**config.mk**
```make
export PLATFORM = sky130hd
export DESIGN_NAME = uart_frame_ctrl
export DESIGN_NICKNAME = d
export VERILOG_FILES = /design/src/rtl/uart_frame_ctrl.sv
export SDC_FILE = /design/constraint.sdc
export NUM_CORES = 1
export LEC_CHECK = 0
export CELL_PAD_IN_SITES_DETAIL_PLACEMENT = 1
export CELL_PAD_IN_SITES_GLOBAL_PLACEMENT = 2
export CORE_MARGIN = 3
export CORE_UTILIZATION = 50
export CTS_BUF_LIST = sky130_fd_sc_hd__clkbuf_8
export DETAILED_ROUTE_END_ITERATION = 16
export GPL_TIMING_DRIVEN = 0
export HOLD_SLACK_MARGIN = 0.08
export PLACE_DENSITY_LB_ADDON = 0.1
export SETUP_SLACK_MARGIN = 0.05
export SYNTH_ARGS = -nofsm -noshare
export SYNTH_HDL_FRONTEND = slang
export SYNTH_SLANG_ARGS = --single-unit
```
**constraint.sdc**
```tcl
create_clock -name clk_in -period 4.4 [get_ports clk_in]
set_input_delay 0.88 -clock clk_in [delete_from_list [all_inputs] [get_ports clk_in]]
set_output_delay 0.88 -clock clk_in [all_outputs]
set_load 0.02 [all_outputs]
```
**src/rtl/uart_frame_ctrl.sv**
```systemverilog
// -----------------------------------------------------------------------------
// uart_frame_ctrl
//
// Frame-level controller that sits behind a UART byte receiver. It hunts for a
// sync byte, reads a length byte, buffers the payload, then checks an 8-bit
// checksum. Only a good frame is offered downstream over a valid/ready
// handshake. Framing problems are reported as one-cycle pulses with a code.
//
// Frame on the wire: SYNC, LEN, LEN payload bytes, CK.
// The frame is good iff (LEN + sum(payload) + CK) mod 256 == 0.
//
// Optional build macro: UART_FRAME_STATS_EN adds saturating 16-bit event
// counters (good_frames_out, error_frames_out, overrun_count_out).
//
// Ports:
//   clk_in            - system clock
//   rst_in            - asynchronous, active-high reset
//   byte_in           - received byte, valid when byte_valid_in = 1
//   byte_valid_in     - one-cycle strobe per received byte
//   payload_data_out  - payload byte being offered
//   payload_valid_out - payload byte available
//   payload_ready_in  - downstream accepts the byte
//   payload_last_out  - offered byte is the final byte of the frame
//   frame_done_out    - one-cycle pulse after the last payload transfer
//   frame_error_out   - one-cycle pulse when a frame is discarded
//   error_code_out    - 1 bad length, 2 bad checksum, 3 timeout (held)
//   overrun_out       - one-cycle pulse when a byte is dropped while draining
//   busy_out          - high whenever not hunting for sync
// -----------------------------------------------------------------------------
module uart_frame_ctrl #(
    parameter logic [7:0] SYNC_BYTE      = 8'hA5,
    parameter int         MAX_LEN        = 16,
    parameter int         TIMEOUT_CYCLES = 1_000_000
) (
    input  logic        clk_in,
    input  logic        rst_in,
    input  logic [7:0]  byte_in,
    input  logic        byte_valid_in,
    output logic [7:0]  payload_data_out,
    output logic        payload_valid_out,
    input  logic        payload_ready_in,
    output logic        payload_last_out,
    output logic        frame_done_out,
    output logic        frame_error_out,
    output logic [1:0]  error_code_out,
    output logic        overrun_out,
`ifdef UART_FRAME_STATS_EN
    output logic [15:0] good_frames_out,
    output logic [15:0] error_frames_out,
    output logic [15:0] overrun_count_out,
`endif
    output logic        busy_out
);

    localparam int IDX_W  = $clog2(MAX_LEN + 1);
    localparam int ADDR_W = (MAX_LEN > 1) ? $clog2(MAX_LEN) : 1;
    localparam int TMO_W  = $clog2(TIMEOUT_CYCLES + 1);

    localparam logic [IDX_W-1:0] IDX_ONE   = IDX_W'(1);
    localparam logic [TMO_W-1:0] TMO_ONE   = TMO_W'(1);
    localparam logic [TMO_W-1:0] TMO_LAST  = TMO_W'(TIMEOUT_CYCLES - 1);
    localparam logic [7:0]       MAX_LEN_B = 8'(MAX_LEN);

    localparam logic [2:0] ST_HUNT    = 3'd0;
    localparam logic [2:0] ST_LEN     = 3'd1;
    localparam logic [2:0] ST_PAYLOAD = 3'd2;
    localparam logic [2:0] ST_CHECK   = 3'd3;
    localparam logic [2:0] ST_DRAIN   = 3'd4;

    localparam logic [1:0] ERR_LEN = 2'd1;
    localparam logic [1:0] ERR_CK  = 2'd2;
    localparam logic [1:0] ERR_TMO = 2'd3;

    logic [2:0]       state_q, state_d;
    logic [IDX_W-1:0] len_q, len_d;
    logic [IDX_W-1:0] wr_q, wr_d;
    logic [IDX_W-1:0] rd_q, rd_d;
    logic [7:0]       acc_q, acc_d;
    logic [TMO_W-1:0] tmo_q, tmo_d;
    logic             err_pulse_q, err_pulse_d;
    logic [1:0]       err_code_q, err_code_d;
    logic             overrun_q, overrun_d;
    logic             done_q, done_d;

    logic             wr_en;
    logic [7:0]       ck_sum;
    logic [IDX_W-1:0] len_m1;
    logic             in_frame;
    logic             xfer;

    // Payload storage; contents are irrelevant until written, so no reset.
    logic [7:0] buf_mem [MAX_LEN];

    assign len_m1   = len_q - IDX_ONE;
    assign in_frame = (state_q == ST_LEN) || (state_q == ST_PAYLOAD) || (state_q == ST_CHECK);
    assign xfer     = (state_q == ST_DRAIN) && payload_ready_in;

    always_comb begin
        state_d     = state_q;
        len_d       = len_q;
        wr_d        = wr_q;
        rd_d        = rd_q;
        acc_d       = acc_q;
        tmo_d       = tmo_q;
        err_pulse_d = 1'b0;
        err_code_d  = err_code_q;
        overrun_d   = 1'b0;
        done_d      = 1'b0;
        wr_en       = 1'b0;
        ck_sum      = acc_q + byte_in;

        case (state_q)
            ST_HUNT: begin
                tmo_d = '0;
                if (byte_valid_in && (byte_in == SYNC_BYTE)) begin
                    state_d = ST_LEN;
                    acc_d   = '0;
                end
            end
            ST_LEN: begin
                if (byte_valid_in) begin
                    tmo_d = '0;
                    if ((byte_in == 8'd0) || (byte_in > MAX_LEN_B)) begin
                        state_d     = ST_HUNT;
                        err_pulse_d = 1'b1;
                        err_code_d  = ERR_LEN;
                    end else begin
                        len_d   = byte_in[IDX_W-1:0];
                        acc_d   = byte_in;
                        wr_d    = '0;
                        state_d = ST_PAYLOAD;
                    end
                end
            end
            ST_PAYLOAD: begin
                if (byte_valid_in) begin
                    tmo_d = '0;
                    wr_en = 1'b1;
                    acc_d = ck_sum;
                    wr_d  = wr_q + IDX_ONE;
                    if (wr_q == len_m1) begin
                        state_d = ST_CHECK;
                    end
                end
            end
            ST_CHECK: begin
                if (byte_valid_in) begin
                    tmo_d = '0;
                    if (ck_sum == 8'd0) begin
                        state_d = ST_DRAIN;
                        rd_d    = '0;
                    end else begin
                        state_d     = ST_HUNT;
                        err_pulse_d = 1'b1;
                        err_code_d  = ERR_CK;
                    end
                end
            end
            ST_DRAIN: begin
                tmo_d = '0;
                // Bytes arriving while draining are dropped, never parsed as sync.
                if (byte_valid_in) begin
                    overrun_d = 1'b1;
                end
                if (xfer) begin
                    if (rd_q == len_m1) begin
                        state_d = ST_HUNT;
                        done_d  = 1'b1;
                    end else begin
                        rd_d = rd_q + IDX_ONE;
                    end
                end
            end
            default: begin
                state_d = ST_HUNT;
            end
        endcase

        // Inter-byte silence watchdog; a strobe in the same cycle takes priority.
        if (in_frame && !byte_valid_in) begin
            if (tmo_q == TMO_LAST) begin
                state_d     = ST_HUNT;
                err_pulse_d = 1'b1;
                err_code_d  = ERR_TMO;
                tmo_d       = '0;
            end else begin
                tmo_d = tmo_q + TMO_ONE;
            end
        end
    end

    always_ff @(posedge clk_in or posedge rst_in) begin
        if (rst_in) begin
            state_q     <= ST_HUNT;
            len_q       <= '0;
            wr_q        <= '0;
            rd_q        <= '0;
            acc_q       <= '0;
            tmo_q       <= '0;
            err_pulse_q <= 1'b0;
            err_code_q  <= 2'd0;
            overrun_q   <= 1'b0;
            done_q      <= 1'b0;
        end else begin
            state_q     <= state_d;
            len_q       <= len_d;
            wr_q        <= wr_d;
            rd_q        <= rd_d;
            acc_q       <= acc_d;
            tmo_q       <= tmo_d;
            err_pulse_q <= err_pulse_d;
            err_code_q  <= err_code_d;
            overrun_q   <= overrun_d;
            done_q      <= done_d;
        end
    end

    always_ff @(posedge clk_in) begin
        if (wr_en) begin
            buf_mem[wr_q[ADDR_W-1:0]] <= byte_in;
        end
    end

    // Data is gated to zero outside DRAIN so reset leaves every output at 0.
    assign payload_valid_out = (state_q == ST_DRAIN);
    assign payload_data_out  = (state_q == ST_DRAIN) ? buf_mem[rd_q[ADDR_W-1:0]] : 8'h00;
    assign payload_last_out  = (state_q == ST_DRAIN) && (rd_q == len_m1);
    assign frame_done_out    = done_q;
    assign frame_error_out   = err_pulse_q;
    assign error_code_out    = err_code_q;
    assign overrun_out       = overrun_q;
    assign busy_out          = (state_q != ST_HUNT);

`ifdef UART_FRAME_STATS_EN
    logic [15:0] good_cnt_q;
    logic [15:0] err_cnt_q;
    logic [15:0] ovr_cnt_q;

    // Counters follow the visible pulses and stick at all-ones.
    always_ff @(posedge clk_in or posedge rst_in) begin
        if (rst_in) begin
            good_cnt_q <= '0;
            err_cnt_q  <= '0;
            ovr_cnt_q  <= '0;
        end else begin
            if (done_q && (good_cnt_q != 16'hFFFF)) begin
                good_cnt_q <= good_cnt_q + 16'd1;
            end
            if (err_pulse_q && (err_cnt_q != 16'hFFFF)) begin
                err_cnt_q <= err_cnt_q + 16'd1;
            end
            if (overrun_q && (ovr_cnt_q != 16'hFFFF)) begin
                ovr_cnt_q <= ovr_cnt_q + 16'd1;
            end
        end
    end

    assign good_frames_out   = good_cnt_q;
    assign error_frames_out  = err_cnt_q;
    assign overrun_count_out = ovr_cnt_q;
`endif

endmodule

```
==> results of run 1 <==
==> cells by family after synthesis <==
| logic type | synth area share, % |
|---|---|
| buffers and inverters | 2.19 |
| AO/OA/AOI/OAI | 7.44 |
| AND/OR/NAND/NOR | 12.0 |
| flip-flops | 61.7 |
| adder cells (fa/ha/maj) | 2.35 |
| multiplexers | 12.0 |
| XOR/XNOR | 2.22 |
==> through the flow <==
step | worst slack [ns] | instances | area (µm²) | utilization, % | power (mW)
3_5_place_dp | -0.239 | 842 | 8850 | 55.1 | 2.83
4_1_cts | 0.0654 | 874 | 9230 | 57.5 | 3.89
2_1_floorplan | 1.44 | 598 | 8290 | - | 2.49
6_report | 0.147 | 875 | 9260 | 57.6 | 3.86
3_3_place_gp | -0.147 | 841 | 8830 | 55.0 | 2.80
5_1_grt | 0.0544 | 875 | 9260 | 57.6 | 4.02
==> area by class of cell <==
| cell class | instances | area, µm² | share of cell area, % |
|---|---|---|---|
| buffer | 25 | 120 | 1.30 |
| clock buffer | 17 | 234 | 2.53 |
| clock inverter | 15 | 143 | 1.54 |
| inverter | 19 | 71.3 | 0.771 |
| multi-input combinational | 375 | 3000 | 32.4 |
| sequential | 179 | 5120 | 55.3 |
| tap | 216 | 270 | 2.92 |
| timing repair buffer | 29 | 300 | 3.24 |
==> critical path: cells and delay by family (launching register included) <==
family | cells | cell delay [ns]
buffers and inverters | 3 | 1.43
muxes | 2 | 0.94
DFF | 1 | 0.36
and+or+nand+nor | 1 | 0.17
==> power by group <==
part,switching (mW),internal [mW],leakage (nW),total [mW]
clock network,0.660,0.420,0.187,1.08
logic,0.501,0.441,1.19,0.941
registers,0.0163,1.83,1.83,1.84
==> metal layers <==
layer | vias up | part of all wire [%] | GRT usage [%]
li1 | 2405 | - | -
met1 | 2825 | 43 | 33.3
met2 | 119 | 51 | 41.4
met3 | 20 | 4.3 | 4.88
met4 | 0 | 1.4 | 6.05
met5 | - | 0 | 0
==> cells in the final DEF (no fill, tap or decap), types with 3 or more instances in the layout <==
| master | Yosys | final |
|---|---|---|
| and3_1 | 6 | 6 |
| clkdlybuf4s50_1 | 0 | 26 |
| nand3_1 | 12 | 12 |
| mux2_2 | 6 | 6 |
| mux2i_1 | 3 | 3 |
| nand2b_1 | 8 | 8 |
| nand2_1 | 52 | 52 |
| ha_1 | 14 | 14 |
| nor2_1 | 40 | 40 |
| or3_1 | 4 | 4 |
| a31oi_1 | 11 | 11 |
| nor2b_1 | 7 | 7 |
| dfrtp_1 | 51 | 51 |
| edfxtp_1 | 128 | 128 |
| clkinvlp_4 | 0 | 3 |
| xor2_1 | 8 | 8 |
| xnor2_1 | 13 | 13 |
| a22oi_1 | 6 | 6 |
| clkbuf_1 | 18 | 17 |
| clkbuf_4 | 0 | 3 |
| inv_1 | 19 | 18 |
| a21oi_1 | 6 | 6 |
| inv_6 | 0 | 3 |
| inv_8 | 0 | 6 |
| nor3_1 | 15 | 14 |
| mux4_2 | 40 | 40 |
| o31ai_1 | 5 | 5 |
| and2_1 | 13 | 13 |
| nand4_1 | 8 | 8 |
| clkbuf_8 | 0 | 17 |
| nor4_1 | 11 | 11 |
| o21ai_0 | 15 | 15 |
| o21ai_1 | 27 | 27 |
==> final timing paths <==
check | endpoint
max | payload_data_out[5]
max reg2reg | buf_mem[3][3]$_DFFE_PP_
min | acc_q[5]$_DFFE_PP0P_
min reg2reg | acc_q[5]$_DFFE_PP0P_
max in group asynchronous | acc_q[4]$_DFFE_PP0P_
min in group asynchronous | len_q[0]$_DFFE_PP0P_
==> flip-flops by register name, summed over array words and instances, names as in the netlist <==
signal and flops:
overrun_out 1, acc_q 8, buf_mem 128, tmo_q 20, frame_done_out 1, error_code_out 2, len_q 5, state_q 3
rd_q 5, wr_q 5, frame_error_out 1
==> timing repair <==
| item | in CTS | in global routing |
|---|---|---|
| endpoints found under the hold margin | 0 | 0 |
| setup endpoints to repair | 8 | 14 |
| hold buffers | 0 | 0 |
| gates resized for setup | 1 | 5 |
==> impl_metrics.json, run 1 <==
{
  "first_pass_iters": 5,
  "wirelength_um": 21200,
  "worstHoldPathType": "flip-flop to flip-flop",
  "required_ns": 3.52,
  "clock_sinks": 179,
  "worstPathCellList": "clkbuf_2, clkbuf_1, mux4_2, mux4_2, and2_1, clkdlybuf4s50_1",
  "critical_path_class": "flip-flop to output pin",
  "yosys_register_bits": 179,
  "syn_area_per_cell_um2": 13.9,
  "slowest_delay_ns": 0.55,
  "detail-route-antenna-nets": 0,
  "grt_max_degree": 29,
  "rsz0062_at_grt": "no",
  "io_pins": 28,
  "die_w_um": 135,
  "outcome": "finished, final reports clean",
  "slowest_stage": "clkbuf_1",
  "fillers": 1597,
  "grt.total_usage_pct": 24.6,
  "power_density_nw_per_um2": 418,
  "cts_tree": "built",
  "drive_gt1_share_pct": 14.4,
  "reg2reg_depth": 5,
  "wl_per_cell_um": 24.2,
  "grt_pass1_vias": 5575,
  "netlist-cell-type-count": 67,
  "slew_headroom_pct": 16.6,
  "hold_slack_ns": 0.505,
  "min_from": "acc_q[5]$_DFFE_PP0P_",
  "slew_viol_final": 0,
  "routed_via_density": 6.14,
  "crit_path_frequent_cell": "mux4_2",
  "syn_nets": 625,
  "holdPathStages": 2,
  "p_leak_nw": 3.21,
  "hpwl_um": 14700,
  "finalCritPeriodShare_pct": 96.7,
  "finalNetCount": 673,
  "period_needed_ns": 4.25,
  "antenna_found_initial": 1,
  "synth_area_um2": 8290,
  "place_congestion": 0.790,
  "fin_skew_ns": 0.0132,
  "startpoint_type": "flip-flop",
  "clockBufferDepth": 2,
  "cts_root_buffer": "clkbuf_8",
  "ys.warnings.count": 0,
  "postCtsSetupBuffers": 0,
  "syn_inst": 598,
  "worstMarginPinSlew_ns": 1.24,
  "yosysTopAreaCell": "edfxtp_1",
  "vias": 5369,
  "hold_viol": 0,
  "synthToLayoutAreaGrowth_pct": 11.6,
  "dieArea_um2": 18200,
  "yosys.area.top_type_share_pct": 46.3,
  "num_rows": 46,
  "end_kind": "output pin",
  "core_area_um2": 16100,
  "path_clk_slew_ns": 0.09,
  "ys.flop_type": "edfxtp_1",
  "initial_utilization_pct": 51.6,
  "setup_viol": 0,
  "startpoint": "rd_q[1]$_DFFE_PP0P_",
  "diodes": 0,
  "htree_levels": 4,
  "max_freq_ghz": 0.235,
  "r2r_slack_ns": 1.36,
  "synthTopCellsByArea": "edfxtp_1 46%, dfrtp_1 15%, mux4_2 11%",
  "worstPathMaxFanout": 10,
  "synth_edf_count": 128,
  "peakVddDrop_uv": 211,
  "synth.most_common_cell": "edfxtp_1",
  "cp.arrival_ns": 3.37,
  "drc": 0,
  "die_h_um": 135,
  "synth_common_cells": "128 x edfxtp_1, 52 x nand2_1, 51 x dfrtp_1, 40 x mux4_2, 40 x nor2_1",
  "place.port_buffers": 27,
  "grt_pass1_wl_um": 33000,
  "yosysSeqAreaShare_pct": 61.7,
  "cts_buffers": 17,
  "fin_setup_tns_ns": 0,
  "reg2reg_from": "state_q[0]$_DFF_PP0_",
  "grt.overflow.total": 0,
  "dr.first_iter.drc_count": 336,
  "drv_cap": 0,
  "synth_async_sr_flop_share_pct": 28.5,
  "clk_latency_ns": 0.47
}
No activity file was read; power rests on OpenSTA's default activity.
==> run 2, diff against run 1 <==
--- a/config.mk
+++ b/config.mk
@@ -5,11 +5,13 @@
 export SDC_FILE = /design/constraint.sdc
 export NUM_CORES = 1
 export LEC_CHECK = 0
+export CAP_MARGIN = 20
 export CELL_PAD_IN_SITES_DETAIL_PLACEMENT = 1
 export CELL_PAD_IN_SITES_GLOBAL_PLACEMENT = 2
 export CORE_MARGIN = 3
 export CORE_UTILIZATION = 50
 export CTS_BUF_LIST = sky130_fd_sc_hd__clkbuf_8
+export CTS_CLUSTER_SIZE = 10
 export DETAILED_ROUTE_END_ITERATION = 16
 export GPL_TIMING_DRIVEN = 0
 export HOLD_SLACK_MARGIN = 0.08
==> run 2 against run 1 <==
- worst setup slack better by 0.077 ns
- total power up 1.3%
- critical path type unchanged
- critical path depth unchanged
- wire length is essentially flat
- largest power group unchanged
==> impl_metrics.json, run 2 (synthesis results as in run 1) <==
{
  "required_ns": 3.52,
  "r2r-end": "buf_mem[3][3]$_DFFE_PP_",
  "critical_path_class": "flip-flop to output pin",
  "place_congestion": 0.790,
  "peakVddDrop_uv": 196,
  "period_needed_ns": 4.18,
  "min_to": "tmo_q[19]$_DFFE_PP0P_",
  "place_area_um2": 8880,
  "wirelength_um": 21200,
  "drv_cap": 0,
  "io_pins": 28,
  "outcome": "finished, final reports clean",
  "worstPathMaxFanout": 10,
  "routed_via_density": 6.10,
  "slew_headroom_pct": 27.6,
  "use_met2_pct": 41.7,
  "die_h_um": 135,
  "fillers": 1562,
  "power_frac_clock_pct": 29.0,
  "grt_max_degree": 29,
  "crit_path_frequent_cell": "mux4_2",
  "htree_levels": 4,
  "clockBufferDepth": 2,
  "end_kind": "output pin",
  "place.port_buffers": 27,
  "grt_pass1_vias": 5627,
  "hpwl_um": 14800,
  "max_freq_ghz": 0.239,
  "grt_pass1_wl_um": 33100,
  "diodes": 0,
  "worstHoldPathType": "flip-flop to flip-flop",
  "final.setup.worst_slack_ns": 0.224,
  "cts_buffers": 17,
  "worstPathCellList": "clkbuf_2, buf_1, mux4_2, mux4_2, and2_1, clkdlybuf4s50_1",
  "grt_busiest_layer": "met2",
  "r2r_slack_ns": 1.61,
  "first_pass_iters": 4,
  "min_from": "tmo_q[19]$_DFFE_PP0P_",
  "startpoint_type": "flip-flop",
  "grt.overflow.total": 0,
  "use_met1_pct": 33.2,
  "die_w_um": 135,
  "slowest_delay_ns": 0.54,
  "drive_gt1_share_pct": 14.9,
  "dieArea_um2": 18200,
  "cp.arrival_ns": 3.30,
  "rsz0062_at_grt": "no",
  "combPwrFrac_pct": 23.9,
  "hold_viol": 0,
  "grt.total_usage_pct": 24.6,
  "drc": 0,
  "initial_utilization_pct": 51.6,
  "finalNetCount": 677,
  "cts_root_buffer": "clkbuf_8",
  "clock_sinks": 179,
  "fin_skew_ns": 0.0127,
  "setup_viol": 0,
  "reg2reg_depth": 6,
  "detail-route-antenna-nets": 0,
  "largest_reg_flops": 128,
  "path_clk_slew_ns": 0.10,
  "internal-power_mw": 2.74,
  "swShare_pct": 29.9,
  "ctsHoldBuffers": 0,
  "mostFrequentLayoutCells": "128 x edfxtp_1, 52 x nand2_1, 51 x dfrtp_1, 40 x nor2_1, 40 x mux4_2",
  "p_sw_mw": 1.17,
  "reg2reg_from": "state_q[0]$_DFF_PP0_",
  "pwr-share-seq_pct": 47.1,
  "core_area_um2": 16100,
  "num_rows": 46,
  "power_density_nw_per_um2": 421,
  "cts_tree": "built",
  "antenna_found_initial": 0,
  "postCtsSetupBuffers": 0,
  "slowest_stage": "clkdlybuf4s50_1",
  "finish.instance_area_um2": 9300,
  "worstMarginPinSlew_ns": 1.08,
  "clk_latency_ns": 0.47,
  "slew_viol_final": 0,
  "wl_per_cell_um": 24.1,
  "dr.first_iter.drc_count": 425,
  "synthToLayoutAreaGrowth_pct": 12.2,
  "holdPathStages": 1,
  "grt_use_met3_pct": 4.69,
  "p_leak_nw": 3.25,
  "place_ws_ns": -0.226,
  "finalCritPeriodShare_pct": 94.9,
  "layout_commonest_cell": "edfxtp_1",
  "vias": 5362
}
## run 2: worst max-delay path by stage
stage	from	endpoint	slack (ns)	depth (start not counted)
finish	rd_q[1]$_DFFE_PP0P_	payload_data_out[5]	0.22	6
global route	rd_q[1]$_DFFE_PP0P_	payload_data_out[6]	0.05	6
CTS	rd_q[0]$_DFFE_PP0P_	payload_data_out[5]	0.10	6
detailed placement	byte_in[0]	state_q[2]$_DFF_PP0_	-0.23	9
global placement	byte_in[0]	state_q[2]$_DFF_PP0_	-0.15	9
floorplan	rd_q[0]$_DFFE_PP0P_	payload_data_out[0]	1.44	5
## run 2: worst max-delay path, delay by kind of cell (launching register included)
kind	cells	cell delay (ns)
mux	2	0.93
simple gates	1	0.17
buf+inv	3	1.37
flops	1	0.37
## run 2: area by class of cell
class	count	area (µm²)	share of cell area, %
clock inverters	15	163	1.75
flip-flops and latches	179	5120	55.0
inverters	19	71.3	0.767
clock buffers	17	234	2.52
well taps	216	270	2.91
plain buffers	25	121	1.30
repair buffers	33	330	3.55
multi-input cells	375	2990	32.2
## run 2: power by group through the flow
| stage | Combinational [mW] | Clock (mW) | Sequential, mW |
|---|---|---|---|
| 3_5_place_dp | 0.947 | 0 | 1.88 |
| 5_1_grt | 1.01 | 1.22 | 1.85 |
| 4_1_cts | 0.956 | 1.16 | 1.84 |
| 2_1_floorplan | 0.608 | 0 | 1.88 |
| 3_3_place_gp | 0.919 | 0 | 1.88 |
| 6_report | 0.938 | 1.14 | 1.84 |
## run 2: per-layer routing
metal,wire length (µm),share of wire [%],vias to the layer above
met3,866,4.1,25
met1,9150,43,2785
li1,-,-,2424
met5,0,0,-
met2,10800,51,128
met4,354,1.7,0
## run 2: what timing repair did
item	in CTS	in global routing
gates resized for setup	4	3
setup endpoints to repair	8	10
hold endpoints to repair	0	0
## run 2: stage by stage
| stage | TNS (ns) | power [mW] | std cells | hold WS, ns | util, % |
|---|---|---|---|---|---|
| floorplan | 0 | 2.49 | 598 | 0.453 | - |
| global placement | -0.527 | 2.80 | 841 | 0.467 | 55.0 |
| detailed placement | -1.13 | 2.83 | 846 | 0.486 | 55.3 |
| CTS | 0 | 3.96 | 878 | 0.508 | 57.8 |
| global route | 0 | 4.08 | 879 | 0.523 | 57.9 |
| finish | 0 | 3.92 | 879 | 0.503 | 57.9 |
==> run 3, diff against run 2 <==
--- a/config.mk
+++ b/config.mk
@@ -5,11 +5,12 @@
 export SDC_FILE = /design/constraint.sdc
 export NUM_CORES = 1
 export LEC_CHECK = 0
+export ABC_AREA = 1
 export CAP_MARGIN = 20
 export CELL_PAD_IN_SITES_DETAIL_PLACEMENT = 1
 export CELL_PAD_IN_SITES_GLOBAL_PLACEMENT = 2
 export CORE_MARGIN = 3
-export CORE_UTILIZATION = 50
+export CORE_UTILIZATION = 44
 export CTS_BUF_LIST = sky130_fd_sc_hd__clkbuf_8
 export CTS_CLUSTER_SIZE = 10
 export DETAILED_ROUTE_END_ITERATION = 16
==> run 3 against run 2 <==
- sequential share of layout area down 1.7 points
- critical path depth up 2
- critical path type unchanged
- global-route usage is 0.93 points lower
- highest routed layer unchanged
==> impl_metrics.json, run 3 <==
{
  "r2r_slack_ns": 1.75,
  "fin_setup_tns_ns": 0,
  "mostFrequentLayoutCells": "188 x nand2_1, 163 x nor2_1, 128 x edfxtp_1, 74 x o21ai_0, 74 x inv_1",
  "diodes": 0,
  "routed_via_density": 5.54,
  "synth-xor-area-share_pct": 1.63,
  "layout_commonest_cell": "nand2_1",
  "synth_fa_ha_area_share_pct": 2.27,
  "synth_common_cells": "188 x nand2_1, 163 x nor2_1, 128 x edfxtp_1, 74 x inv_1, 74 x o21ai_0",
  "syn_area_per_cell_um2": 9.48,
  "yosys.area.top_type_share_pct": 44.7,
  "finalCritPeriodShare_pct": 93.7,
  "yosysSeqAreaShare_pct": 59.5,
  "grt.total_usage_pct": 23.7,
  "cp.arrival_ns": 3.24,
  "detail-route-antenna-nets": 0,
  "worstHoldPathType": "flip-flop to flip-flop",
  "drive_gt1_share_pct": 6.93,
  "cts_buffers": 17,
  "synth_area_um2": 8600,
  "path_clk_slew_ns": 0.09,
  "outcome": "finished, final reports clean",
  "place_ws_ns": 0.120,
  "synth.most_common_cell": "nand2_1",
  "startpoint_type": "flip-flop",
  "max_freq_ghz": 0.243,
  "clock_sinks": 179,
  "die_h_um": 146,
  "io_pins": 28,
  "grt_max_degree": 31,
  "grt_pass1_vias": 7223,
  "power_density_nw_per_um2": 457,
  "synthTopCellsByArea": "edfxtp_1 45%, dfrtp_1 15%, nand2_1 8.2%",
  "required_ns": 3.52,
  "slew_headroom_pct": 31.2,
  "place_congestion": 0.842,
  "syn_inst": 907,
  "yosysTopAreaCell": "edfxtp_1",
  "netlist-cell-type-count": 37,
  "num_rows": 50,
  "period_needed_ns": 4.12,
  "synth_compound_area_share_pct": 9.67,
  "hold_viol": 0,
  "worstPathMaxFanout": 10,
  "fillers": 2193,
  "total_power_mw": 4.39,
  "core_area_um2": 19000,
  "synthToLayoutAreaGrowth_pct": 11.5,
  "synth_async_sr_flop_share_pct": 28.5,
  "end_kind": "output pin",
  "dr.first_iter.drc_count": 516,
  "post_cts_resized": 0,
  "drv_cap": 0,
  "yosys-mux-area-fraction_pct": 0,
  "synth_top_family_by_area": "simple AND/OR/NAND/NOR gates",
  "vias": 6792,
  "final.setup.worst_slack_ns": 0.277,
  "ys.warnings.count": 0,
  "wl_per_cell_um": 20.2,
  "grt.overflow.total": 0,
  "setup_viol": 0,
  "antenna_found_initial": 0,
  "postCtsSetupBuffers": 0,
  "htree_levels": 4,
  "p_leak_nw": 3.59,
  "ctsHoldBuffers": 0,
  "clk_latency_ns": 0.47,
  "largest_reg_flops": 128,
  "place_area_um2": 9230,
  "initial_utilization_pct": 45.4,
  "die_w_um": 146,
  "dieArea_um2": 21300,
  "wirelength_um": 24700,
  "cts_tree": "built",
  "rsz0062_at_grt": "no",
  "finish.instance_area_um2": 9590,
  "syn_nets": 934,
  "peakVddDrop_uv": 191,
  "yosys_register_bits": 179,
  "ys.flop_type": "edfxtp_1",
  "hpwl_um": 17600,
  "synthSimpleGateAreaFrac_pct": 21.8,
  "synth_edf_count": 128,
  "slew_viol_final": 0,
  "drc": 0,
  "fin_skew_ns": 0.0168,
  "place.port_buffers": 27,
  "finalNetCount": 981,
  "grt_pass1_wl_um": 39200,
  "worstMarginPinSlew_ns": 1.03,
  "cts_root_buffer": "clkbuf_8",
  "clockBufferDepth": 2,
  "critical_path_class": "flip-flop to output pin",
  "first_pass_iters": 5
}
-- run 3: cell count changes in the layout (fill, tap and decap cells not counted), moves of 8 or more --
cell | before | now
mux4_2 | 40 | 0
inv_1 | 18 | 74
xnor2_1 | 13 | 3
o21ai_1 | 27 | 5
nand2b_1 | 8 | 0
o32ai_1 | 0 | 17
buf_2 | 1 | 13
and2_1 | 13 | 0
o211ai_1 | 2 | 16
nand3_1 | 12 | 44
nand2_1 | 52 | 188
nor2_1 | 40 | 163
o21ai_0 | 15 | 74
-- run 3: final cells by class --
cell class	count	area, µm²	area share (%)
repair buffers	28	298	3.10
clock inverters	15	134	1.40
multi-input cells	617	3040	31.7
plain buffers	31	140	1.46
inverters	80	300	3.13
clock buffers	17	234	2.44
well taps	260	325	3.39
flip-flops and latches	179	5120	53.4
-- run 3: metrics by stage --
step	cells	utilization [%]	hold slack, ns
floorplan	907	-	0.453
global placement	1194	48.5	0.473
detailed placement	1195	48.7	0.475
CTS	1227	50.6	0.500
global route	1227	50.6	0.531
finish	1227	50.6	0.495
-- run 3: cell families after synthesis --
group	count (synthesis)
and+or+nand+nor	447
buffers and inverters	111
xor gates and xnor gates	16
DFF	179
AOI/OAI and AO/OA	139
adders and majority gates	15
-- run 3: critical path, stage by stage (launching register included) --
cell	delay (ns)
dfrtp_1	0.40
buf_2	0.19
inv_2	0.18
clkbuf_1	0.51
nor2_1	0.09
o32ai_1	0.29
nand2_1	0.15
a31oi_1	0.29
clkdlybuf4s50_1	0.67
-- run 3: layer usage --
metal | track usage [%] | up-vias | part of all wire, %
met3 | 3.52 | 41 | 4.2
met5 | 0 | - | 0
li1 | - | 3185 | -
met2 | 40.7 | 160 | 50
met1 | 30.9 | 3406 | 44
met4 | 8.02 | 0 | 2.1
-- run 3: power by group --
part	switching, mW	leakage (nW)	internal (mW)
clock network	0.638	0.173	0.450
registers	0.0370	1.81	1.84
logic	0.956	1.60	0.466
total	1.63	3.59	2.76
-- run 3: worst paths after layout --
path                                                    end                 start  cells past startpoint
worst max-delay path                    payload_data_out[4]   rd_q[0]$_DFFE_PP0P_                      8
worst min-delay path                   acc_q[4]$_DFFE_PP0P_  acc_q[4]$_DFFE_PP0P_                      2
worst max register to register      buf_mem[7][4]$_DFFE_PP_  state_q[2]$_DFF_PP0_                      5
worst min register to register         acc_q[4]$_DFFE_PP0P_  acc_q[4]$_DFFE_PP0P_                      2
max in group asynchronous              len_q[3]$_DFFE_PP0P_                rst_in                      3
min in group asynchronous       error_code_out[0]$_DFF_PP0_                rst_in                      2
